===== config.mk =====
export PLATFORM = sky130hd
export DESIGN_NAME = tnn_feature_loader
export DESIGN_NICKNAME = d
export VERILOG_FILES = /design/src/rtl/tnn_pkg.sv /design/src/rtl/tnn_quantizer.sv /design/src/rtl/tnn_feature_loader.sv
export SDC_FILE = /design/constraint.sdc
export NUM_CORES = 1
export LEC_CHECK = 0
export CAP_MARGIN = 20
export CORE_MARGIN = 10
export CORE_UTILIZATION = 55
export CTS_BUF_LIST = sky130_fd_sc_hd__clkbuf_4 sky130_fd_sc_hd__clkbuf_8 sky130_fd_sc_hd__clkbuf_16
export DETAILED_ROUTE_END_ITERATION = 10
export DONT_BUFFER_PORTS = 1
export PLACE_DENSITY_LB_ADDON = 0.25
export RECOVER_POWER = 100
export SLEW_MARGIN = 20
export SYNTH_ARGS = -nofsm -noshare
export SYNTH_HDL_FRONTEND = slang
export SYNTH_SLANG_ARGS = --single-unit

===== constraint.sdc =====
create_clock -name clk -period 3.82 [get_ports clk]
set_input_delay 0.573 -clock clk [delete_from_list [all_inputs] [get_ports clk]]
set_output_delay 0.573 -clock clk [all_outputs]
set_load 0.01 [all_outputs]

===== src/rtl/tnn_pkg.sv =====
`default_nettype none
// ============================================================================
//  Module      : tnn_pkg
//  Description : Shared constants and types for the TNN feature loader:
//                feature count, code width, default thresholds, loader
//                states and the packed sample vector type.
//  Revision    : 1.0 - initial release
// ============================================================================
package tnn_pkg;

    localparam int N_FEAT = 7;
    localparam int RAW_W  = 8;
    localparam int Q_W    = 2;
    localparam int T1     = 64;
    localparam int T2     = 128;
    localparam int T3     = 192;

    // FILL: collecting beats; WAIT: buffer complete, output still occupied
    typedef enum logic [0:0] {
        FILL = 1'b0,
        WAIT = 1'b1
    } state_t;

    // Packed sample; feature i sits in bits [i*Q_W +: Q_W]
    typedef logic [N_FEAT*Q_W-1:0] feat_vec_t;

endpackage
`default_nettype wire


===== src/rtl/tnn_quantizer.sv =====
`default_nettype none
// ============================================================================
//  Module      : tnn_quantizer
//  Description : Combinational threshold mapper from a raw unsigned feature
//                to a Q_W-bit code. Thresholds are inclusive lower bounds.
//  Revision    : 1.0 - initial release
// ============================================================================
module tnn_quantizer
    import tnn_pkg::*;
#(
    parameter int RAW_W = tnn_pkg::RAW_W,
    parameter int Q_W   = tnn_pkg::Q_W,
    parameter int T1    = tnn_pkg::T1,
    parameter int T2    = tnn_pkg::T2,
    parameter int T3    = tnn_pkg::T3
) (
    input  logic [RAW_W-1:0] d,
    output logic [Q_W-1:0]   code
);

    localparam logic [RAW_W-1:0] c_T1 = RAW_W'(T1);
    localparam logic [RAW_W-1:0] c_T2 = RAW_W'(T2);
    localparam logic [RAW_W-1:0] c_T3 = RAW_W'(T3);

    // Map the raw value onto the code whose band contains it
    always_comb begin
        code = Q_W'(3);
        if (d < c_T1) begin
            code = Q_W'(0);
        end else if (d < c_T2) begin
            code = Q_W'(1);
        end else if (d < c_T3) begin
            code = Q_W'(2);
        end
    end

endmodule
`default_nettype wire


===== src/rtl/tnn_feature_loader.sv =====
`default_nettype none
// ============================================================================
//  Module      : tnn_feature_loader
//  Description : Accepts raw features one per beat, quantises each to a
//                2-bit code, packs N_FEAT codes into one sample and presents
//                it on a valid/ready output. Samples whose s_last does not
//                coincide with the final slot are dropped and counted.
//  Revision    : 1.0 - initial release
// ============================================================================
module tnn_feature_loader
    import tnn_pkg::*;
#(
    parameter int N_FEAT = tnn_pkg::N_FEAT,
    parameter int RAW_W  = tnn_pkg::RAW_W,
    parameter int Q_W    = tnn_pkg::Q_W,
    parameter int T1     = tnn_pkg::T1,
    parameter int T2     = tnn_pkg::T2,
    parameter int T3     = tnn_pkg::T3
) (
    input  logic                    clk,
    input  logic                    rst,
    input  logic                    s_valid,
    output logic                    s_ready,
    input  logic [RAW_W-1:0]        s_data,
    input  logic                    s_last,
    output logic                    m_valid,
    input  logic                    m_ready,
    output logic [N_FEAT*Q_W-1:0]   m_feat,
    output logic                    err_pulse,
    output logic [7:0]              err_count
);

    localparam int                 c_IDX_W    = (N_FEAT > 1) ? $clog2(N_FEAT) : 1;
    localparam logic [c_IDX_W-1:0] c_LAST_IDX = c_IDX_W'(N_FEAT - 1);

    state_t                  r_state;
    state_t                  w_state_nxt;
    logic [c_IDX_W-1:0]      r_idx;
    logic [N_FEAT*Q_W-1:0]   r_buf;
    logic [N_FEAT*Q_W-1:0]   w_full_vec;
    logic [Q_W-1:0]          w_code;
    logic                    w_accept;
    logic                    w_last_slot;
    logic                    w_complete;
    logic                    w_frame_err;
    logic                    w_out_free;
    logic                    w_load_direct;
    logic                    w_load_wait;

    tnn_quantizer #(
        .RAW_W (RAW_W),
        .Q_W   (Q_W),
        .T1    (T1),
        .T2    (T2),
        .T3    (T3)
    ) u_quantizer (
        .d    (s_data),
        .code (w_code)
    );

    // Handshake and framing decode; ready is forced low while reset is held
    assign s_ready       = (r_state == FILL) && !rst;
    assign w_accept      = s_valid && s_ready;
    assign w_last_slot   = (r_idx == c_LAST_IDX);
    assign w_complete    = w_accept && w_last_slot && s_last;
    assign w_frame_err   = w_accept && (w_last_slot != s_last);
    assign w_out_free    = !m_valid || m_ready;
    assign w_load_direct = w_complete && w_out_free;
    assign w_load_wait   = (r_state == WAIT) && m_ready;

    // Fill buffer with the current beat's code merged into slot idx
    always_comb begin
        w_full_vec = r_buf;
        w_full_vec[r_idx*Q_W +: Q_W] = w_code;
    end

    // Next-state decode: park in WAIT when a sample completes into a busy output
    always_comb begin
        w_state_nxt = r_state;
        case (r_state)
            FILL: if (w_complete && !w_out_free) w_state_nxt = WAIT;
            WAIT: if (m_ready)                   w_state_nxt = FILL;
            default: w_state_nxt = FILL;
        endcase
    end

    // State register
    always_ff @(posedge clk or posedge rst) begin
        if (rst) begin
            r_state <= FILL;
        end else begin
            r_state <= w_state_nxt;
        end
    end

    // Slot index and fill buffer; any accepted last-slot or s_last beat restarts the sample
    always_ff @(posedge clk or posedge rst) begin
        if (rst) begin
            r_idx <= '0;
            r_buf <= '0;
        end else if (w_accept) begin
            r_buf <= w_full_vec;
            if (w_last_slot || s_last) begin
                r_idx <= '0;
            end else begin
                r_idx <= r_idx + 1'b1;
            end
        end
    end

    // Output register; a load takes priority over a drain in the same cycle
    always_ff @(posedge clk or posedge rst) begin
        if (rst) begin
            m_valid <= 1'b0;
            m_feat  <= '0;
        end else if (w_load_direct) begin
            m_valid <= 1'b1;
            m_feat  <= w_full_vec;
        end else if (w_load_wait) begin
            m_valid <= 1'b1;
            m_feat  <= r_buf;
        end else if (m_valid && m_ready) begin
            m_valid <= 1'b0;
        end
    end

    // Framing-error strobe and saturating counter
    always_ff @(posedge clk or posedge rst) begin
        if (rst) begin
            err_pulse <= 1'b0;
            err_count <= 8'd0;
        end else begin
            err_pulse <= w_frame_err;
            if (w_frame_err && (err_count != 8'hFF)) begin
                err_count <= err_count + 8'd1;
            end
        end
    end

endmodule
`default_nettype wire


### Yosys cells after proc, flatten, opt, wreduce, memory -nomap -nowiden

Index checks and enable logic that the tools add are counted.

* register bits: 42
* input port bits: 13
* output and inout port bits: 25
* logic and storage cells: 49

* add/sub/neg operators: 3
* order comparisons: 3
* eq/ne operators: 3
* shift operators: 2
* muxes and demuxes: 13
* bitwise logic cells: 1
* reductions and logical operators: 17

Operators by type and width (count)
* $neg A4 Y34: 1
* $shift A2 B34 Y14 const A: 1
* $shiftx A2 B34 Y14: 1
* $mux W14: 2
* $lt A8 B8 Y1 const B: 2
* $bwmux W14: 1
* $logic_and A1 B1 Y1: 10
* $add A8 B1 Y8 const B: 1
* $lt A8 B7 Y1 const B: 1
* $ne A8 B8 Y1 const B: 1
* $mux W1: 6
* $mux W2: 2
* $add A3 B1 Y3 const B: 1
* $eq A3 B3 Y1 const B: 1
* $logic_not A1 Y1: 3
* $mux W3: 1
* $reduce_bool A3 Y1: 1
* $logic_or A1 B1 Y1: 2
* $pmux W1 S2: 1
* $reduce_bool A2 Y1: 1
* $ne A1 B1 Y1: 1
* $not A1 Y1: 1

### Longest topological paths before layout

* depth after elaboration: 8
* mapped depth: 8
* gate-level depth less buffers: 8

### Hierarchy

A second synthesis with hierarchy kept.

* cell total of the unflattened synthesis: 204
* area, all modules: 2158.3 µm²

By module, submodules not included
* tnn_feature_loader: times used 1, cells an instance 202, area an instance 2150.8 µm², seq. area each 1051.0 µm²
* tnn_quantizer: times used 1, cells an instance 2, area an instance 7.5 µm², seq. area each 0.0 µm²

### Worst setup path before layout

OpenSTA, ideal clock, no wires.

* path kind: register to register
* from: reg r_idx[0]
* to: reg r_buf[8]
* library setup time: 0.125 ns
* arrival: 2.012 ns
* required time: 3.695 ns
* path slack: 1.683 ns
* stages on the path, launching flop included: 8
* buffers on the path: 0
* clock period less this slack: 2.137 ns
* cell sequence: dfrtp_1 > inv_1 > ha_1 > ha_1 > nand2b_1 > nor4_1 > nand2_1 > mux2_2

* word-level cells in the longest chain between the ends: 3
* elaborated cells between the ends (all ways): 4
* classes of those cells: add/sub: 1; shift: 2; mux: 1

Ends and longest elaborated chain
* start: declaration: RTL line tnn_feature_loader.sv:38 `logic [c_IDX_W-1:0] r_idx;`
* start signal: assignment: RTL line tnn_feature_loader.sv:106 `r_idx <= r_idx + 1'b1;`
* $neg A4 Y34 *: RTL line tnn_feature_loader.sv:74 `w_full_vec[r_idx*Q_W +: Q_W] = w_code;`
* $shiftx A2 B34 Y14 or $shift A2 B34 Y14 (tied branches): RTL line tnn_feature_loader.sv:74
* $bwmux W14 *: RTL line tnn_feature_loader.sv:74
* end signal: assignment: RTL line tnn_feature_loader.sv:102 `r_buf <= w_full_vec;`
* end: declaration: RTL line tnn_feature_loader.sv:39 `logic [N_FEAT*Q_W-1:0] r_buf;`

Every way passes the cells marked *; elsewhere a longest branch is shown, timed or not.
A chain may end at the register's enable or synchronous reset.

### Worst setup path after layout

* from: reg r_idx[0]
* to: reg m_feat[1]

* word-level cells in the longest chain between the ends: 5
* elaborated cells between the ends (all ways): 10
* classes of those cells: add/sub: 1; eq/ne: 1; shift: 2; mux: 2; reduce/logical: 4

Ends and longest elaborated chain
* parallel branches: the longest is 5 deep, another holds $neg A4 Y34
* end signal: assignment: RTL line tnn_feature_loader.sv:118 `m_feat <= w_full_vec;`
* end signal: assignment: RTL line tnn_feature_loader.sv:121 `m_feat <= r_buf;`
* end: declaration: RTL line tnn_feature_loader.sv:28 `output logic [N_FEAT*Q_W-1:0] m_feat,`

Parallel ways; which one is timed is not known.

==> metrics.txt <==
status finished with violations; violated checks capacitance limit, slew limit; Reg clk slew, reported paths about 80 ps; Post-Synth Simple-Gate Area 0.180; crit-path max FO 14; Max transition margin -0.0193; Iteration-0 DRC Markers between 100 and 150; PnR worst setup slack 712 ps; syn_nets between 150 and 200; # setup viols final 0; Crit. End Element flip-flop; DR vias about 1,500; Final Hold Vio Count 0; CTS H-tree lvls 2; ys flop type dfrtp_1; Seq cells post-synth 42; Worst Hold Class primary input to async pin; vias in the first global route 1,547; CTS tree done; Peak VDD IR roughly 0.3 mV; most frequent cell after synthesis dfrtp_1; # DRC 0; routed wire length around 4.7 mm; Cell variety after synth 38; critical path class flip-flop to flip-flop; crit share post-route 0.814; max-capacitance violation count 1; WL/cell 20.1 microns; ant diodes 0; Die Span Y around 81 microns; startpoint types flip-flop; DIE WIDTH around 81 microns; EDFF count, synth 0; Initial Util 0.569; worst path required time roughly 4000 ps; antenna-violating nets left 0; IO Pins 38; GRT Total Usage 0.152; Post-CTS Setup Inserts 0; Worst Tran Pin Value approximately 1500 ps; Port Buffers 0; pwr/cell area between 500 and 600 nW/um^2; Area growth syn-to-layout 5.15%; mux share of post-synthesis cell area 0.0921; Clock Skew around 4.8 ps; hold_buf cts 0; Seq/Total Area, Yosys 0.509; largest net degree at the start of global routing 29; asr flop ratio synth 1.00; Setup TNS Final 0 ps; Final HPWL DP around 3.5 mm; die area 6610 sq um; initial antenna violation count 0; RSZ-0062 raised after global routing false; # fillers 319; global placement routability congestion 0.861; Synth Area in Adders 0.0424; Synth area leader dfrtp_1; cts bufs inserted 5; dpl ws 1260 ps; Mean Syn Cell Area approximately 12 sq um; GRT overflow 0; fraction of layout cells with a size suffix above 1 0.207; CTS Buffer Depth 2; Arr. time, crit path around 3300 ps; 1st-pass router iterations 4; Synth top cells by count dfrtp_1 (42), nand2_1 (20), mux2_2 (16), o221a_2 (12), nand3_1 (10); std cell rows 22; Yosys warning total 0; final worst path period need 3110 ps; fmax about 320 MHz; main combinational cell family by area after synthesis simple AND/OR/NAND/NOR gates; Yosys top cell area share 0.509; Synth Area in Compound Gates 0.118; clock tree sinks 42; Synth area leaders dfrtp_1 (51%), mux2_2 (8.7%), o221a_2 (6.5%), ha_1 (4.2%), nand2_1 (3.6%); clock root buffer master clkbuf_8; via/cell ratio around 6.4; Clk Latency, worst-skew pair 290 ps; CTS resizes 0; Post-Syn Area approximately 2100 sq um; Lkg Pwr slightly below 1 nW; Core Footprint about 3600 sq um; first-pass GRT wire length approximately 7.6 mm; Synth Area in XOR/XNOR 0.0254; number of cells produced by synthesis between 150 and 200; number of slew-limit violations in the final report 29; Nets between 200 and 250
==> through the flow <==
step / util / instance area, sq um / hold WS (ps) / power [mW] / instances
detailed placement: 0.576 / 2090 / 500 / 0.922 / 223
global placement: 0.576 / 2090 / 484 / 0.889 / 223
global route: 0.598 / 2170 / 240 / 1.27 / 232
CTS: 0.601 / 2180 / 222 / 1.20 / 231
finish: 0.598 / 2170 / 202 / 1.20 / 232
floorplan: - / 2070 / 474 / 0.842 / 178
==> cells in the final DEF (no fill, tap or decap), drive strengths merged, types with 3 or more instances in the layout <==
master and count:
ha 7, nor4 3, nand3 10, inv 7
mux2 16, clkbuf 8, nor3 3, o221a 12
o21ai 4, dfrtp 42, o41a 3, xnor2 4
nor2b 3, nand2 20, and2 3, nor2 9
a21oi 5
==> area by class of cell <==
type,instances,area [sq um],share of cell area
Sequential cell,42,1050,0.484
Tap cell,48,60.1,0.0276
Clock inverter,2,13.8,0.00634
Multi-Input combinational cell,125,936,0.431
Timing Repair Buffer,2,8.76,0.00403
Clock buffer,6,76.3,0.0351
Inverter,7,26.3,0.0121
==> worst paths after layout <==
path / from / slack (ps) / end / cells past startpoint
worst min register to register: r_buf[8] / 510 / r_buf[8] / 1
max in group asynchronous: rst / 1820 / err_count[1] / 2
worst max-delay path: r_idx[0] / 710 / m_feat[1] / 6
worst min-delay path: rst / 200 / m_feat[4] / 1
min in group clk: m_ready / 340 / r_state / 1
worst max register to register: r_idx[0] / 710 / m_feat[1] / 6
==> sequential cells by signal (all words and copies together) (netlist names) <==
signal / cells
err_count: 8
err_pulse: 1
m_feat: 14
m_valid: 1
r_buf: 14
r_idx: 3
r_state: 1
==> kinds of logic (layout without fill, tap and decap cells) <==
| kind of cell | after synthesis | after routing |
|---|---|---|
| xor gates and xnor gates | 6 | 6 |
| and+or+nand+nor | 67 | 67 |
| AOI/OAI and AO/OA | 28 | 28 |
| adders and majority gates | 7 | 7 |
| buffers and inverters | 11 | 17 |
| muxes | 17 | 17 |
| DFF | 42 | 42 |
==> per-layer routing <==
layer  track usage  vias to the layer above  share of wire
met4        0.0709                        0          0.021
met1         0.158                      755           0.38
met3        0.0563                       10          0.065
met2         0.267                       54           0.54
met5             0                        -              0
li1              -                      663              -
==> worst max-delay path, stage by stage, from the launching register on <==
cell,delay (ps)
dfrtp_1,490
inv_1,220
ha_1,200
nand3_1,230
nor3_1,670
or2_0,760
mux2_2,430
==> report_power, final <==
group | internal, mW | switching, mW | total [mW]
Sequential | 0.551 | 0.123 | 0.674
Combinational | 0.123 | 0.109 | 0.232
Clock | 0.136 | 0.156 | 0.292
Note: power is estimated with default switching activity, not from simulation.
